File: config.mk
export PLATFORM = sky130hd
export DESIGN_NAME = inst_fetch
export DESIGN_NICKNAME = d
export VERILOG_FILES = /design/src/rtl/inst_fetch.sv
export SDC_FILE = /design/constraint.sdc
export NUM_CORES = 1
export LEC_CHECK = 0
export ABC_CLOCK_PERIOD_IN_PS = 2850
export CORE_MARGIN = 1.5
export CORE_UTILIZATION = 39
export DETAILED_ROUTE_END_ITERATION = 6
export PLACE_DENSITY = 0.81
export SLEW_MARGIN = 20
export SYNTH_ARGS = -nofsm -noshare
export SYNTH_HDL_FRONTEND = slang
export SYNTH_SLANG_ARGS = --single-unit
File: constraint.sdc
create_clock -name clk -period 2.85 [get_ports clk]
set_clock_uncertainty 0.15 [all_clocks]
set_input_delay 0.7125 -clock clk [delete_from_list [all_inputs] [get_ports clk]]
set_output_delay 0.7125 -clock clk [all_outputs]
set_load 0.05 [all_outputs]
File: src/rtl/inst_fetch.sv
// inst_fetch: program counter, imem request/ack handshake, instruction register
// and imm_type pre-decode; presents one instruction until the core retires it.
module inst_fetch #(
  parameter logic [31:0] RESET_PC = 32'h0000_0000
) (
  input  logic        clk,
  input  logic        rst,
  output logic        imem_req,
  output logic [31:0] imem_addr,
  input  logic        imem_ack,
  input  logic [31:0] imem_rdata,
  output logic        inst_valid,
  output logic [31:0] inst,
  output logic [2:0]  imm_type,
  output logic [31:0] pc,
  output logic [31:0] pc_plus4,
  input  logic        inst_done,
  input  logic        pc_sel,
  input  logic [31:0] target,
  output logic        misaligned
);
  typedef enum logic [1:0] {BOOT, FETCH, HOLD, HALT} state_t;
  state_t state, state_n;
  logic [31:0] pc_n, inst_n;
  logic [2:0] imm_n, dec;
  logic mis_n;
  logic [6:0] op;
  assign op = imem_rdata[6:0];
  assign dec = (op == 7'b0010011 || op == 7'b0000011 || op == 7'b1100111) ? 3'b000 :
               (op == 7'b0100011) ? 3'b001 :
               (op == 7'b1101111) ? 3'b010 :
               (op == 7'b1100011) ? 3'b011 :
               (op == 7'b0110111 || op == 7'b0010111) ? 3'b100 : 3'b111;
  assign imem_req   = state == FETCH;
  assign imem_addr  = pc;
  assign inst_valid = state == HOLD;
  assign pc_plus4   = pc + 32'd4;
  always_comb begin
    state_n = state;
    pc_n    = pc;
    inst_n  = inst;
    imm_n   = imm_type;
    mis_n   = misaligned;
    if (state == BOOT) state_n = FETCH;
    else if (state == FETCH && imem_ack) begin
      state_n = HOLD;
      inst_n  = imem_rdata;
      imm_n   = dec;
    end else if (state == HOLD && inst_done) begin
      // a misaligned jump target freezes the stage with pc still on the jump
      if (pc_sel && target[1:0] != 2'b00) begin
        state_n = HALT;
        mis_n   = 1'b1;
      end else begin
        state_n = FETCH;
        pc_n    = pc_sel ? target : pc_plus4;
      end
    end
  end
  always_ff @(posedge clk) begin
    if (rst) begin
      state      <= BOOT;
      pc         <= RESET_PC;
      inst       <= 32'h0000_0013;
      imm_type   <= 3'b000;
      misaligned <= 1'b0;
    end else begin
      state      <= state_n;
      pc         <= pc_n;
      inst       <= inst_n;
      imm_type   <= imm_n;
      misaligned <= mis_n;
    end
  end
endmodule

==> results of run 1 <==
layout by cell type, fill, tap and decap left out, drive strengths merged, types with 9 or more instances in the layout:
cell	netlist	routed
a21oi	47	47
and3	11	11
buf	41	88
clkbuf	22	10
clkdlybuf4s50	0	173
dfxtp	70	70
inv	9	9
nand2	80	80
nand3	17	17
nand4	9	9
nor2	33	33
nor3	37	37
o21a	14	14
o21ai	15	15
xnor2	16	16
xor2	11	11
synthesized netlist by cell type, drive strengths merged:
master    n
a22oi     2
and4      6
o2111a    1
mux2      1
inv       9
or4       4
clkbuf   22
o21a     14
nor2     33
o21ai    15
a31o      1
a311oi    1
dfxtp    70
nand2b    1
a22o      1
xnor2    16
nand3    17
o2111ai   1
a21oi    47
o31ai     1
a221oi    1
nor2b     2
buf      41
o41ai     1
and3     11
and3b     2
clkinv    1
a211oi    2
xor2     11
o22ai     5
and2      2
nand2    80
nor3     37
ha        1
nand4     9
nand3b    1
o221ai    4
or3       2
nor4      5
o31a      1
cell families after synthesis:
kind of cell / after synthesis / share of synthesized area [%]
simple gates: 212 / 28.3
compound gates: 98 / 16.1
buf+inv: 73 / 11.1
flops: 70 / 37.6
xor+xnor: 27 / 6.35
mux: 1 / 0.302
fa+ha+maj: 1 / 0.336
flip-flops by register name (all words and copies together) (netlist names):
signal / cells
state: 2
inst: 32
imm_type: 3
imem_addr: 32
misaligned: 1
per-stage QoR:
stage,hold WS [ns],area (sq um),TNS [ns]
2_1_floorplan,0.329,3930,-0.174
3_3_place_gp,0.292,6230,0
3_5_place_dp,0.299,6230,0
4_1_cts,0.307,6740,-0.190
5_1_grt,0.333,6910,-0.781
6_report,0.307,6910,-0.161
repair_timing:
action | in CTS | in global routing
setup endpoints to repair | 19 | 17
endpoints found under the hold margin | 0 | 0
setup buffers | 14 | 16
pin swaps | 13 | 16
gates resized for setup | 40 | 10
worst max-delay path by stage:
stage                     depth (start not counted)  slack [ns]          start      endpoint
after floorplan                                   6       -0.17   imem_addr[6]  pc_plus4[29]
after global routing                              7       -0.14   imem_addr[3]  pc_plus4[30]
after global placement                            6        0.07  imem_addr[18]  pc_plus4[29]
final                                             6       -0.07  imem_addr[13]  pc_plus4[29]
after detailed placement                          6        0.03   imem_addr[2]  pc_plus4[30]
after CTS                                         6       -0.07  imem_addr[13]  pc_plus4[29]
worst reg2reg max path: stages (launching register included):
cell     delay [ns]
dfxtp_4        0.35
and4_4         0.24
nand4_4        0.11
buf_4          0.23
or3_4          0.42
buf_4          0.15
o41ai_1        0.28
layer usage:
layer,GRT usage [%],vias up
met5,0,-
met4,11.5,0
met3,8.11,47
met2,47.7,241
met1,28.9,2090
li1,-,2064
power by group through the flow:
stage	Clock (mW)	Combinational [mW]	Sequential, mW
after CTS	1.00	0.653	1.05
after floorplan	0	0.230	1.21
after detailed placement	0	0.644	1.08
final	0.991	0.661	1.05
after global routing	1.06	0.695	1.05
after global placement	0	0.637	1.07
cell type report:
cell class              count  share of cell area (%)
clock buffers              10                    1.99
well taps                 129                    2.34
clock inverters             6                    1.58
repair buffers            262                    39.8
inverters                  10                   0.543
flip-flops and latches     70                    21.2
multi-input cells         339                    32.6
==> key figures, run 1 <==
Critical path
  – Worst stage delay on the critical path: 0.54 ns
  – R2R Path End: imem_addr[28]
  – Req. time, crit path: 1.99 ns
  – Crit path buffers/inverters: 1
  – Critical path class: reg -> out
  – Flop-to-flop setup slack: 0.82 ns
  – Worst Setup Start Kind: flop
  – Endpoint class of the critical path: output pin
  – Worst Path Arrival: 2.05 ns
  – Critical R2R Launch: imem_addr[13]
  – Cells along the critical path: and4_4 -> nand4_4 -> or4_4 -> nor2_4 -> xor2_4 -> buf_12
  – Biggest fanout along the worst timing path: 2
  – CP top delay family: simple AND/OR/NAND/NOR gates
  – Worst R2R Path Depth: 6
  – Worst path slowest cell: or4_4

STA
  – Peak Freq: 343 MHz
  – Worst rel slew slack: 63.6%
  – Fin. max-slew vios: 0
  – RSZ-0062 raised after global routing: true
  – Final period utilization: 102%
  – Fin crit period: 2.92 ns
  – Worst setup margin: -0.0656 ns
  – Slew @ Worst Pin: 0.544 ns
  – Final setup fails: 4
  – Hold Vio Cnt, Final: 0

Clock tree
  – Clock Path Buffers: 2
  – Num CTS Buffers: 9
  – Skew-Pair Late Insertion Delay: 0.34 ns
  – Hold_buf cts: 0
  – CTS root buffer: clkbuf_8
  – CTS tree: yes
  – Clock-pin slew on the worst setup and hold paths: 0.07 ns
  – Clk sink count: 70
  – H-Tree Depth: 3

Power and ir drop
  – Clock power share: 36.7%
  – VDD IR max: 283 uV
  – Combinational power share: 24.5%
  – PD cells: 391 nW/um^2
  – Sequential group share of total power: 38.8%
  – Pleak: 2.75 nW
  – Cell internal pwr: 1.89 mW
  – Sw Share: 30.0%
  – Psw: 0.810 mW
  – Tot Pwr: 2.70 mW

Finish
  – Multi-input gate area: 2250 sq um
  – Area grow syn2layout: 85.5%
  – Antenna cells: 0
  – Register area: 1460 sq um
  – Nets: 762
  – Layout cells sized above 1: 26.3%
  – Final core area utilization: 74.8%
  – Fill count: 629
  – Final cell count without fillers: 826

Detailed routing
  – First-pass DRT Iterations: 5
  – Wire length on met3: 1350 um
  – Routed Antenna Nets: 0
  – Top layer in use: met4
  – DRC viols: 0
  – WL per Instance: 16.9 um
  – Via Count: 4442
  – Final Routed Wirelength: 14000 um
  – Iteration-0 DRC Markers: 160
  – Vias/cell: 5.38
  – Met2 WL: 7040 um
  – M1 WL: 5180 um

Global routing
  – Vias in the first global route: 4309
  – First-pass GRT wire length: 21300 um
  – Largest net degree at the start of global routing: 39
  – Initial antenna violation count: 0
  – Grt ovf: 0
  – Gr usage total: 26.6%

Floorplan
  – I/O pins: 203
  – Die Y: 101 um
  – Chip Width: 101 um
  – Starting Density: 40.3%
  – Std-Cell Rows: 35
  – Placeable Area: 9240 sq um
  – Die area: 10100 sq um

Logic synthesis
  – Cells after Synth: 482
  – Synth Register Bits: 70
  – Warning count from the yosys run: 0
  – Sequential fraction of the synthesis area: 37.6%
  – Area leader, netlist: dfxtp_1
  – Synthesized area per cell: 7.73 sq um
  – Synthesized area: 3720 sq um
  – Synth area leaders: dfxtp_1 (38%), nand2_1 (8.1%), buf_4 (7.3%)
  – Syn_nets: 552
  – Share of the synthesized area in the top cell type: 37.6%
  – Library cells used by synthesis: 49

Worst hold path
  – Hold depth: 2
  – Hold crit path type: reg -> reg
  – Worst hold endpoint: inst[21]
  – Hold Crit Start: inst[21]

Place
  – Detail Placement HPWL: 9880 um
  – Pre-CTS setup slack: 0.0347 ns
  – GPL Wtd Cong: 0.842
  – Buffers on Ports: 202
  – Placed insts: 780

Run
  – Max cap viols: 0

Status
  – Outcome: complete, but fails checks
  – Failing checks: negative setup slack
No activity file was read; power rests on OpenSTA's default activity.
==> run 2: changes to the inputs <==
--- a/config.mk
+++ b/config.mk
@@ -9,7 +9,7 @@
 export CORE_MARGIN = 1.5
 export CORE_UTILIZATION = 39
 export DETAILED_ROUTE_END_ITERATION = 6
-export PLACE_DENSITY = 0.81
+export PLACE_DENSITY = 0.78
 export SLEW_MARGIN = 20
 export SYNTH_ARGS = -nofsm -noshare
 export SYNTH_HDL_FRONTEND = slang
==> run 2 against run 1 <==
The flow still finishes with violations (negative setup slack). Power down 5.5%. Via count down 0.90%. Sequential share of layout area up 0.13 points. Critical path depth unchanged. Maximum frequency down 0.90%. Flip-flop and latch count unchanged. Die area unchanged. Utilization down 0.70 points. Setup slack worse by 0.026 ns. Non-clock buffer count down 8. Hold slack worse by 0.0026 ns. Critical path type unchanged. Largest cell class unchanged. Highest routed layer unchanged.
==> key figures, run 2 (synthesis gave the netlist of run 1 again) <==
Floorplan
  – Placeable Area: 9240 sq um (unchanged)
  – Chip Width: 101 um (unchanged)
  – I/O pins: 203 (unchanged)
  – Die Y: 101 um (unchanged)
  – Std-Cell Rows: 35 (unchanged)
  – Starting Density: 40.3% (unchanged)
  – Die area: 10100 sq um (unchanged)

STA
  – RSZ-0062 raised after global routing: true
  – Final period utilization: 103% (+0.92 points)
  – Fin. max-slew vios: 0 (unchanged)
  – Hold Vio Cnt, Final: 0 (unchanged)
  – Final setup fails: 6 (+2)
  – Worst rel slew slack: 63.6% (about the same)
  – Worst setup margin: -0.0919 ns (-0.0263 ns)
  – Peak Freq: 340 MHz (-0.90%)
  – Slew @ Worst Pin: 0.545 ns (+0.000612 ns)
  – Fin crit period: 2.94 ns (+0.0263 ns)
  – Setup TNS: -0.240 ns (-0.0791 ns)
  – Final hold slack: 0.304 ns (-0.00263 ns)

Finish
  – Layout cells sized above 1: 26.1% (-0.13 points)
  – Design Area, Final: 6840 sq um (-0.94%)
  – Final cell count without fillers: 818 (-0.97%)
  – Commonest non-fill, non-tap cells in the layout: clkdlybuf4s50_1 (173), nand2_1 (79), a21oi_1 (47)
  – Antenna cells: 0 (unchanged)
  – Final core area utilization: 74.1% (-0.70 points)
  – Nets: 754 (-1.0%)
  – Most common cell after layout, fill and taps aside: clkdlybuf4s50_1
  – Area grow syn2layout: 83.8%

Worst hold path
  – Hold depth: 2 (unchanged)
  – Worst hold endpoint: inst[30]
  – Hold Crit Start: inst[30]
  – Hold crit path type: reg -> reg

Run
  – Max cap viols: 0 (unchanged)

Detailed routing
  – First-pass DRT Iterations: 5 (unchanged)
  – Routed Antenna Nets: 0 (unchanged)
  – Iteration-0 DRC Markers: 291 (+82%)
  – DRC viols: 0 (unchanged)
  – Final Routed Wirelength: 14100 um (+0.86%)
  – WL per Instance: 17.2 um (+1.8%)
  – Vias/cell: 5.38 (about the same)
  – Via Count: 4402 (-0.90%)

Status
  – Outcome: complete, but fails checks
  – Failing checks: negative setup slack

Clock tree
  – CTS tree: yes
  – Hold_buf cts: 0 (unchanged)
  – Num CTS Buffers: 9 (unchanged)
  – Clk sink count: 70 (unchanged)
  – CTS root buffer: clkbuf_8
  – H-Tree Depth: 3 (unchanged)
  – Clock-pin slew on the worst setup and hold paths: 0.08 ns (about the same)
  – Skew-Pair Late Insertion Delay: 0.35 ns (about the same)
  – Clock Path Buffers: 2 (unchanged)

Place
  – Buffers on Ports: 202 (unchanged)
  – Detail Placement HPWL: 9960 um (+0.76%)
  – GPL Wtd Cong: 0.812 (-3.5%)
  – Dpl cell area: 6230 sq um (about the same)
  – Pre-CTS setup slack: 0.0343 ns (-0.000390 ns)
  – Placed insts: 781 (+0.13%)

Critical path
  – Critical path class: reg -> out
  – Worst Setup Start Kind: flop
  – Flop-to-flop setup slack: 0.86 ns (+0.04 ns)
  – Worst Path Arrival: 2.08 ns (+0.03 ns)
  – Crit path buffers/inverters: 2 (+1)
  – CP top delay family: simple AND/OR/NAND/NOR gates
  – Req. time, crit path: 1.99 ns (about the same)
  – Worst stage delay on the critical path: 0.59 ns (+0.05 ns)
  – R2R Path End: imem_addr[28]
  – Biggest fanout along the worst timing path: 5 (+3)
  – Worst R2R Path Depth: 6 (unchanged)
  – Endpoint class of the critical path: output pin
  – Worst path slowest cell: or4_4
  – Critical R2R Launch: imem_addr[19]
  – Cells along the critical path: buf_4 -> nand4_1 -> or4_4 -> nor2_4 -> xor2_4 -> buf_12

Global routing
  – First-pass GRT wire length: 21300 um (+0.26%)
  – Gr usage total: 26.6% (about the same)
  – Grt ovf: 0 (unchanged)
  – Initial antenna violation count: 0 (unchanged)
  – Vias in the first global route: 4286 (-0.53%)
  – Largest net degree at the start of global routing: 44 (+13%)

Power and ir drop
  – PD cells: 373 nW/um^2 (-4.6%)
  – Pleak: 2.71 nW (-1.5%)
  – Tot Pwr: 2.55 mW (-5.5%)
  – VDD IR max: 329 uV (+16%)
run 2: cell count changes in the layout (fill, tap and decap cells not counted), moves of 2 or more:
cell / previous run / this run
buf_6: 3 / 6
dfxtp_2: 18 / 20
dfxtp_4: 10 / 8
nor2_4: 1 / 3
buf_4: 57 / 46
bufinv_16: 3 / 1
nor2_1: 32 / 30
and4_2: 0 / 2
run 2: timing repair:
action | CTS | global route
endpoints found under the setup margin | 18 | 18
gates cloned | 0 | 0
setup buffers | 12 | 9
pin swaps | 13 | 12
gates resized for setup | 36 | 22
run 2: worst max path at each step:
stage / slack, ns / end / from / cells past startpoint
after detailed placement: 0.03 / pc_plus4[29] / imem_addr[21] / 6
after floorplan: -0.17 / pc_plus4[29] / imem_addr[6] / 6
after CTS: -0.07 / pc_plus4[29] / imem_addr[14] / 6
after global routing: -0.16 / pc_plus4[29] / imem_addr[3] / 6
after global placement: 0.07 / pc_plus4[29] / imem_addr[21] / 6
final: -0.09 / pc_plus4[29] / imem_addr[3] / 6
run 2: layer usage:
metal	track usage, %	up-vias	wire length, um	share of wire (%)
met5	0	-	0	0
li1	-	2045	-	-
met3	7.49	32	1370	9.7
met1	28.9	2072	5140	37
met4	11.5	0	304	2.2
met2	48.2	253	7270	52
run 2: power by group:
part | total (mW) | switching [mW] | internal [mW]
Combinational | 0.659 | 0.389 | 0.270
Clock | 0.842 | 0.408 | 0.433
Sequential | 1.05 | 0.0357 | 1.01
Total | 2.55 | 0.833 | 1.72
run 2: tightest hold or removal path, cell delays in order (launching register included):
cell     delay [ns]
dfxtp_1        0.31
nand2_1        0.05
a21oi_1        0.05
run 2: layout make-up:
| class | count | area, sq um |
|---|---|---|
| timing repair buffer | 254 | 2700 |
| fill | 643 | 2400 |
| multi-input combinational | 339 | 2290 |
| sequential | 70 | 1460 |
| tap | 129 | 161 |
| clock buffer | 10 | 138 |
| clock inverter | 6 | 67.6 |
| inverter | 10 | 37.5 |
